File: config.mk
export PLATFORM = sky130hd
export DESIGN_NAME = reorder_buffer_flat
export DESIGN_NICKNAME = d
export VERILOG_FILES = /design/src/rtl/reorder_buffer_if.sv /design/src/rtl/reorder_buffer.sv /design/src/flat_wrapper.sv
export SDC_FILE = /design/constraint.sdc
export NUM_CORES = 1
export LEC_CHECK = 0
export ABC_CLOCK_PERIOD_IN_PS = 4700
export CORE_MARGIN = 2
export CORE_UTILIZATION = 50
export DETAILED_ROUTE_END_ITERATION = 8
export PLACE_DENSITY_LB_ADDON = 0.12
export SETUP_SLACK_MARGIN = 0.4
export SYNTH_ARGS = -nofsm -noshare
export SYNTH_HDL_FRONTEND = slang
export SYNTH_SLANG_ARGS = --single-unit
File: constraint.sdc
create_clock -name clock -period 4.7 [get_ports clock]
set_clock_uncertainty 0.1 [all_clocks]
set_input_delay 0.705 -clock clock [delete_from_list [all_inputs] [get_ports clock]]
set_output_delay 0.705 -clock clock [all_outputs]
set_load 0.01 [all_outputs]
File: src/rtl/reorder_buffer_if.sv
// reorder_buffer_if: issue, CDB, look-up, commit and status signals of the reorder buffer
// master = issue/RS/CDB side, slave = reorder_buffer
// alloc_*: issue request and tag, cdb*: two result buses, index/ready/value: operand look-up,
// flush: squash, commit_*: retired entry, count/empty/full: occupancy
interface reorder_buffer_if;
  logic        alloc_valid;
  logic        alloc_has_dest;
  logic [4:0]  alloc_dest;
  logic        alloc_ready;
  logic [5:0]  alloc_tag;
  logic        cdb_valid;
  logic [5:0]  cdb_rob_num;
  logic [31:0] cdb_data;
  logic        cdb_valid2;
  logic [5:0]  cdb_rob_num2;
  logic [31:0] cdb_data2;
  logic [5:0]  index;
  logic        ready;
  logic [31:0] value;
  logic        flush;
  logic        commit_valid;
  logic [5:0]  commit_tag;
  logic        commit_has_dest;
  logic [4:0]  commit_dest;
  logic [31:0] commit_data;
  logic [4:0]  count;
  logic        empty;
  logic        full;
  modport master (
    output alloc_valid, alloc_has_dest, alloc_dest, cdb_valid, cdb_rob_num, cdb_data,
           cdb_valid2, cdb_rob_num2, cdb_data2, index, flush,
    input  alloc_ready, alloc_tag, ready, value, commit_valid, commit_tag, commit_has_dest,
           commit_dest, commit_data, count, empty, full
  );
  modport slave (
    input  alloc_valid, alloc_has_dest, alloc_dest, cdb_valid, cdb_rob_num, cdb_data,
           cdb_valid2, cdb_rob_num2, cdb_data2, index, flush,
    output alloc_ready, alloc_tag, ready, value, commit_valid, commit_tag, commit_has_dest,
           commit_dest, commit_data, count, empty, full
  );
endinterface

File: src/rtl/reorder_buffer.sv
// reorder_buffer: 16-entry circular ROB with dual-CDB capture, bypassed operand look-up, in-order retire
// clock: rising edge; reset: async active-low; rob: reorder_buffer_if slave port
module reorder_buffer #(
  parameter int ENTRIES = 16,
  parameter int TAG_W = 6,
  parameter logic [TAG_W-1:0] INVALID_TAG = TAG_W'(16)
) (
  input logic clock,
  input logic reset,
  reorder_buffer_if.slave rob
);
  localparam int PW = $clog2(ENTRIES);
  localparam int CW = $clog2(ENTRIES + 1);
  localparam logic [TAG_W-1:0] NTAG = TAG_W'(ENTRIES);
  logic [ENTRIES-1:0] busy, done, has_dest;
  logic [4:0] dest [ENTRIES];
  logic [31:0] data [ENTRIES];
  logic [PW-1:0] head, tail, li, w1, w2;
  logic [CW-1:0] count;
  logic alloc_fire, commit_fire, cap1, cap2, hit1, hit2;
  logic commit_valid, commit_has_dest;
  logic [TAG_W-1:0] commit_tag;
  logic [4:0] commit_dest;
  logic [31:0] commit_data;
  assign rob.full = count == CW'(ENTRIES);
  assign rob.empty = count == '0;
  assign rob.alloc_ready = !rob.full && !rob.flush;
  assign rob.alloc_tag = TAG_W'(tail);
  assign rob.count = count;
  assign rob.commit_valid = commit_valid;
  assign rob.commit_tag = commit_tag;
  assign rob.commit_has_dest = commit_has_dest;
  assign rob.commit_dest = commit_dest;
  assign rob.commit_data = commit_data;
  always_comb begin
    w1 = rob.cdb_rob_num[PW-1:0];
    w2 = rob.cdb_rob_num2[PW-1:0];
    cap1 = rob.cdb_valid && rob.cdb_rob_num < NTAG && busy[w1] && !done[w1];
    cap2 = rob.cdb_valid2 && rob.cdb_rob_num2 < NTAG && busy[w2] && !done[w2];
    li = rob.index[PW-1:0];
    hit1 = rob.cdb_valid && rob.cdb_rob_num == rob.index;
    hit2 = rob.cdb_valid2 && rob.cdb_rob_num2 == rob.index;
    alloc_fire = rob.alloc_valid && rob.alloc_ready;
    commit_fire = busy[head] && done[head];
    rob.ready = rob.index < NTAG && busy[li] && (done[li] || hit1 || hit2);
    rob.value = !rob.ready ? '0 : hit1 ? rob.cdb_data : hit2 ? rob.cdb_data2 : data[li];
  end
  always_ff @(posedge clock or negedge reset)
    if (!reset) begin
      busy <= '0;
      done <= '0;
      head <= '0;
      tail <= '0;
      count <= '0;
      commit_valid <= 1'b0;
      commit_tag <= INVALID_TAG;
      commit_has_dest <= 1'b0;
      commit_dest <= '0;
      commit_data <= '0;
    end else if (rob.flush) begin
      busy <= '0;
      done <= '0;
      head <= '0;
      tail <= '0;
      count <= '0;
      commit_valid <= 1'b0;
    end else begin
      commit_valid <= commit_fire;
      if (commit_fire) begin
        commit_tag <= TAG_W'(head);
        commit_has_dest <= has_dest[head];
        commit_dest <= dest[head];
        commit_data <= data[head];
        busy[head] <= 1'b0;
        head <= head + PW'(1);
      end
      if (cap2) done[w2] <= 1'b1;
      if (cap1) done[w1] <= 1'b1;
      // head==tail with a committing head means full, so alloc never collides with commit
      if (alloc_fire) begin
        busy[tail] <= 1'b1;
        done[tail] <= 1'b0;
        tail <= tail + PW'(1);
      end
      count <= count + CW'(alloc_fire) - CW'(commit_fire);
    end
  // payload needs no reset: it is only observed through busy/done
  always_ff @(posedge clock) begin
    if (alloc_fire) begin
      has_dest[tail] <= rob.alloc_has_dest;
      dest[tail] <= rob.alloc_dest;
    end
    if (cap2) data[w2] <= rob.cdb_data2;
    if (cap1) data[w1] <= rob.cdb_data;
  end
endmodule

File: src/flat_wrapper.sv
// flat-port wrapper written by rule: the top's interface ports become plain ports
module reorder_buffer_flat 
#(
  parameter int ENTRIES = 16,
  parameter int TAG_W = 6,
  parameter logic [TAG_W-1:0] INVALID_TAG = TAG_W'(16)
)
  (clock, reset, rob_alloc_valid, rob_alloc_has_dest, rob_alloc_dest, rob_cdb_valid, rob_cdb_rob_num, rob_cdb_data, rob_cdb_valid2, rob_cdb_rob_num2, rob_cdb_data2, rob_index, rob_flush, rob_alloc_ready, rob_alloc_tag, rob_ready, rob_value, rob_commit_valid, rob_commit_tag, rob_commit_has_dest, rob_commit_dest, rob_commit_data, rob_count, rob_empty, rob_full);
  reorder_buffer_if rob_i ();
  input logic clock;
  input logic reset;
  input wire logic [$bits(rob_i.alloc_valid)-1:0] rob_alloc_valid;
  input wire logic [$bits(rob_i.alloc_has_dest)-1:0] rob_alloc_has_dest;
  input wire logic [$bits(rob_i.alloc_dest)-1:0] rob_alloc_dest;
  input wire logic [$bits(rob_i.cdb_valid)-1:0] rob_cdb_valid;
  input wire logic [$bits(rob_i.cdb_rob_num)-1:0] rob_cdb_rob_num;
  input wire logic [$bits(rob_i.cdb_data)-1:0] rob_cdb_data;
  input wire logic [$bits(rob_i.cdb_valid2)-1:0] rob_cdb_valid2;
  input wire logic [$bits(rob_i.cdb_rob_num2)-1:0] rob_cdb_rob_num2;
  input wire logic [$bits(rob_i.cdb_data2)-1:0] rob_cdb_data2;
  input wire logic [$bits(rob_i.index)-1:0] rob_index;
  input wire logic [$bits(rob_i.flush)-1:0] rob_flush;
  output wire logic [$bits(rob_i.alloc_ready)-1:0] rob_alloc_ready;
  output wire logic [$bits(rob_i.alloc_tag)-1:0] rob_alloc_tag;
  output wire logic [$bits(rob_i.ready)-1:0] rob_ready;
  output wire logic [$bits(rob_i.value)-1:0] rob_value;
  output wire logic [$bits(rob_i.commit_valid)-1:0] rob_commit_valid;
  output wire logic [$bits(rob_i.commit_tag)-1:0] rob_commit_tag;
  output wire logic [$bits(rob_i.commit_has_dest)-1:0] rob_commit_has_dest;
  output wire logic [$bits(rob_i.commit_dest)-1:0] rob_commit_dest;
  output wire logic [$bits(rob_i.commit_data)-1:0] rob_commit_data;
  output wire logic [$bits(rob_i.count)-1:0] rob_count;
  output wire logic [$bits(rob_i.empty)-1:0] rob_empty;
  output wire logic [$bits(rob_i.full)-1:0] rob_full;
  assign rob_i.alloc_valid = rob_alloc_valid;
  assign rob_i.alloc_has_dest = rob_alloc_has_dest;
  assign rob_i.alloc_dest = rob_alloc_dest;
  assign rob_i.cdb_valid = rob_cdb_valid;
  assign rob_i.cdb_rob_num = rob_cdb_rob_num;
  assign rob_i.cdb_data = rob_cdb_data;
  assign rob_i.cdb_valid2 = rob_cdb_valid2;
  assign rob_i.cdb_rob_num2 = rob_cdb_rob_num2;
  assign rob_i.cdb_data2 = rob_cdb_data2;
  assign rob_i.index = rob_index;
  assign rob_i.flush = rob_flush;
  assign rob_alloc_ready = rob_i.alloc_ready;
  assign rob_alloc_tag = rob_i.alloc_tag;
  assign rob_ready = rob_i.ready;
  assign rob_value = rob_i.value;
  assign rob_commit_valid = rob_i.commit_valid;
  assign rob_commit_tag = rob_i.commit_tag;
  assign rob_commit_has_dest = rob_i.commit_has_dest;
  assign rob_commit_dest = rob_i.commit_dest;
  assign rob_commit_data = rob_i.commit_data;
  assign rob_count = rob_i.count;
  assign rob_empty = rob_i.empty;
  assign rob_full = rob_i.full;
  reorder_buffer #(.ENTRIES(ENTRIES), .TAG_W(TAG_W), .INVALID_TAG(INVALID_TAG)) u_core (.clock(clock), .reset(reset), .rob(rob_i));
endmodule
==> impl.org <==
** Route
- Routed WL :: 126000 um
- DR vias :: 25000
- DR iter-0 viols :: 3359
- In the final routed layout, each cell accounts on average for 35.0 um.
- Average via count per standard cell :: 6.92
- For this run, the detailed router's first-pass iteration total came to 9.
- After detailed routing, the number of remaining DRC violations is 0.
- Antenna-violating nets left :: 0

** Layout
- Counting the fill cells in the layout gives 6018.
- Multi-input logic area :: 0.0181 mm2
- After the last flow step, the layout net total stands at 2608.
- Cells with a size suffix above 1 make up 43.7% of the layout.
- Flip-flop and latch area :: 0.0205 mm2
- Antenna cells :: 0
- Signed area change from the synthesized netlist to the final layout :: 14.6%
- After routing the design area is 0.0456 mm2.

** Logic synthesis
- Async SR Flop Fraction :: 12.8%
- Number of register bits inferred by synthesis :: 697
- The average instance in the mapped netlist occupies 16.7 um2.
- In the synthesized netlist, the number of instances is 2380.
- The synthesized design contains 608 enable-type register cells.
- Yosys printed 0 warnings.
- Synth unique cells :: 78
- Among all flip-flop cells after synthesis, the most frequent one is sky130_fd_sc_hd__edfxtp_1.
- The biggest area contributor in the post-synthesis netlist is sky130_fd_sc_hd__edfxtp_1.
- After synthesis, flip-flops and latches occupy 51.4% of the total area.
- Syn Std Cell Area :: 0.0398 mm2
- By area the synthesized netlist is led by sky130_fd_sc_hd__edfxtp_1, sky130_fd_sc_hd__mux2_2, sky130_fd_sc_hd__mux4_2.
- Area share of the largest cell type after synthesis :: 45.8%

** STA
- In this run the tightest slew margin relative to its limit is 19.5%.
- Setup violations remaining at the end of the flow were counted as 0.
- Timing would allow up to 231 MHz.
- Setup repair after global routing could not meet its margin everywhere.
- Post-layout worst setup margin :: 0.366 ns
- For the pin with the worst max-slew slack, the measured transition is 1.20 ns.
- The number of slew-limit violations in the final report came to 0.
- Fin crit period :: 4.33 ns
- In the finished design, the share of the clock period the worst path needs comes to 92.2%.
- After routing, the total negative slack on setup checks comes to 0 ns.
- Number of hold violations in the final report :: 0
- Hold Worst Slack :: 0.387 ns

** Place
- RePlAce Congestion :: 0.928
- Pre-CTS setup slack :: 0.0685 ns
- Post-Place Cell Area :: 0.0430 mm2
- The HPWL after detailed placement is 74600 um.
- Number of buffer cells added on primary ports :: 182

** Global routing
- Initial antenna violation count :: 4
- First-pass GRT wire length :: 180000 um
- Total routing usage reported by global routing :: 30.6%
- Entering global routing, the biggest net connects 107 pins.
- For this run the aggregate overflow at the end of global routing stands at 0.
- The number of global-route vias before repair came to 25000.

** Critical path
- Highest fanout seen on the critical path :: 8
- On the worst path, the slowest cell contributes a delay of 0.47 ns.
- Data arrival time at the worst-slack endpoint :: 3.53 ns
- The slowest stage of the critical path is the sky130_fd_sc_hd__clkdlybuf4s50_1 cell.
- STA classifies the critical path startpoint as a primary input.
- For the worst setup path, the data required time is 3.89 ns.
- Critical path class :: in2out
- Nature of the critical path endpoint :: primary output
- The signal on the critical path passes through dlygate4sd2_1 > xnor2_1 > nand4_1 > nor4_4 > buf_4 > buf_4 > nor2b_4 > buf_12 > buf_12 > a222oi_1 > nor3_2 > buf_4 > clkdlybuf4s50_1.
- The cell that appears most often on the critical path is sky130_fd_sc_hd__buf_4.

** Clock network
- The longest clock path from root to sink contains 3 buffers.
- TritonCTS buffer count :: 77
- Clock root buffer :: sky130_fd_sc_hd__clkbuf_16
- Later-pin clock latency in the skew report :: 0.62 ns
- Maximum level of the CTS H-tree :: 3
- Total number of clock tree sinks :: 697
- After clock tree synthesis, the clock-pin slew on the worst setup and hold paths is 0.06 ns.
- TritonCTS built the clock tree.

** Floorplan
- The floorplan step defined a die boundary enclosing 0.0819 mm2.
- After floorplanning, the core was sized to cover 0.0789 mm2.
- Starting Density :: 50.5%
- Die span in y :: 286 um
- The die is 286 um wide.
- After floorplanning, the core was divided into 103 placement rows.
- Top-level I/O count :: 186

** Power
- Total design power :: 14.2 mW
- Static leakage power :: 15.5 nW
- In this run the power density over the cells is 312 mW/mm2.
- Worst VDD drop :: 0.237 mV

** Status
- The run finished with clean final reports.

** Flow run
- Across the run, the number of max-cap violations was 0.

** Hold path
- The worst hold path belongs to the class reg2reg.
[power breakdown]
group	internal (mW)	switching (mW)	total, mW	leakage, nW
Combinational	0.675	0.671	1.35	7.63
Sequential	6.80	0.0547	6.86	6.67
Clock	3.49	2.53	6.02	1.18
[cell families after synthesis]
group           Yosys count  share of synthesized area (%)
compound gates          177                           3.28
mux                     943                           37.4
simple gates            235                           3.10
fa+ha+maj                15                          0.490
xor+xnor                 19                          0.418
buf+inv                 293                           3.88
flops                   697                           51.4
other cells               1                        0.00942
[per-stage QoR]
step | std cells | util (%)
6_report | 3607 | 57.8
5_1_grt | 3607 | 57.8
4_1_cts | 3602 | 57.6
3_5_place_dp | 3464 | 54.5
3_3_place_gp | 3464 | 54.5
2_1_floorplan | 2382 | -
[cell usage after synthesis, drive strengths merged, types with 2 or more instances]
cell    instances
nor2b          39
xor2           10
nor4bb          2
dfrtp          88
ha             14
o21bai          4
o221a           2
nand3          35
mux2i          37
nand4          12
o21ai          17
mux2          564
or2             2
xnor2           9
a21bo           3
o22ai           5
a311oi          8
nor2           40
o21a            3
o211a           5
mux4          342
clkbuf        146
nor4b           2
buf           109
edfxtp        608
nor4            3
a21oi          50
and2            3
nand2          37
a21o            2
nand2b          7
and3            7
o211ai          5
a222oi         32
a32oi           3
nor3           37
a31oi           2
a211oi         27
nor3b           2
inv            37
[layer usage]
metal	vias up	track usage [%]	part of all wire [%]
met5	-	0	0.022
met4	4	10.3	3.0
met3	242	4.94	8.4
met2	1416	49.9	49
met1	13200	42.2	40
li1	10100	-	-
[flip-flops by register name, summed over array words and instances (netlist names)]
| name | flops |
|---|---|
| u_core.tail | 4 |
| u_core.data | 512 |
| u_core.busy | 16 |
| u_core.rob.commit_tag | 5 |
| u_core.rob.commit_has_dest | 1 |
| u_core.head | 4 |
| u_core.rob.commit_data | 32 |
| u_core.dest | 80 |
| u_core.has_dest | 16 |
| u_core.rob.commit_dest | 5 |
| u_core.rob.commit_valid | 1 |
| u_core.done | 16 |
| u_core.rob.count | 5 |
[layout by cell type (no fill, tap or decap), drive strengths merged, types with 7 or more instances in the layout]
cell | Yosys | routed
inv | 37 | 37
ha | 14 | 14
dlymetal6s2s | 0 | 23
a311oi | 8 | 8
nor3 | 37 | 37
a222oi | 32 | 32
clkdlybuf4s50 | 0 | 149
edfxtp | 608 | 608
a211oi | 27 | 27
mux2i | 37 | 37
clkinv | 1 | 34
bufinv | 0 | 8
nand3 | 35 | 35
a21oi | 50 | 50
nor2 | 40 | 40
xor2 | 10 | 10
xnor2 | 9 | 9
nand2 | 37 | 37
buf | 109 | 114
mux2 | 564 | 564
dfrtp | 88 | 88
o21ai | 17 | 17
nand2b | 7 | 7
and3 | 7 | 7
nor2b | 39 | 39
mux4 | 342 | 342
clkbuf | 146 | 93
nand4 | 12 | 12
[cell type report]
cell class                 instances  share of cell area [%]
inverter                          38                   0.315
multi-input combinational       1392                    39.6
sequential                       697                    44.9
clock buffer                      92                    4.42
timing repair buffer             293                    6.95
clock inverter                    45                   0.930
tap                             1050                    2.88
[critical path: cells and delay by family]
family / cells / cell delay (ns)
buf+inv: 7 / 1.62
simple gates: 4 / 0.68
compound gates: 1 / 0.34
xor+xnor: 1 / 0.16
[repair_timing]
item	in CTS	in global routing
hold buffers	1	0
resized for setup	12	32
pin swaps	0	8
gates cloned	0	1
endpoints found under the hold margin	28	0
buffers inserted	0	4
endpoints found under the setup margin	33	29
[final timing paths]
| check | startpoint | slack, ns | cells after the start | endpoint |
|---|---|---|---|---|
| max in group asynchronous | reset | 3.04 | 3 | u_core.busy[9]$_DFF_PN0_ |
| hold / removal | u_core.rob.commit_tag[4]$_DFFE_PN1P_ | 0.39 | 1 | u_core.rob.commit_tag[4]$_DFFE_PN1P_ |
| hold reg to reg | u_core.rob.commit_tag[4]$_DFFE_PN1P_ | 0.39 | 1 | u_core.rob.commit_tag[4]$_DFFE_PN1P_ |
| setup reg to reg | u_core.head[0]$_DFFE_PN0P_ | 0.97 | 14 | u_core.rob.count[4]$_DFF_PN0_ |
| min in group asynchronous | reset | 0.50 | 2 | u_core.rob.count[1]$_DFF_PN0_ |
| setup / recovery | rob_index[5] | 0.37 | 13 | rob_value[1] |
(Power assumes the default switching activity.)
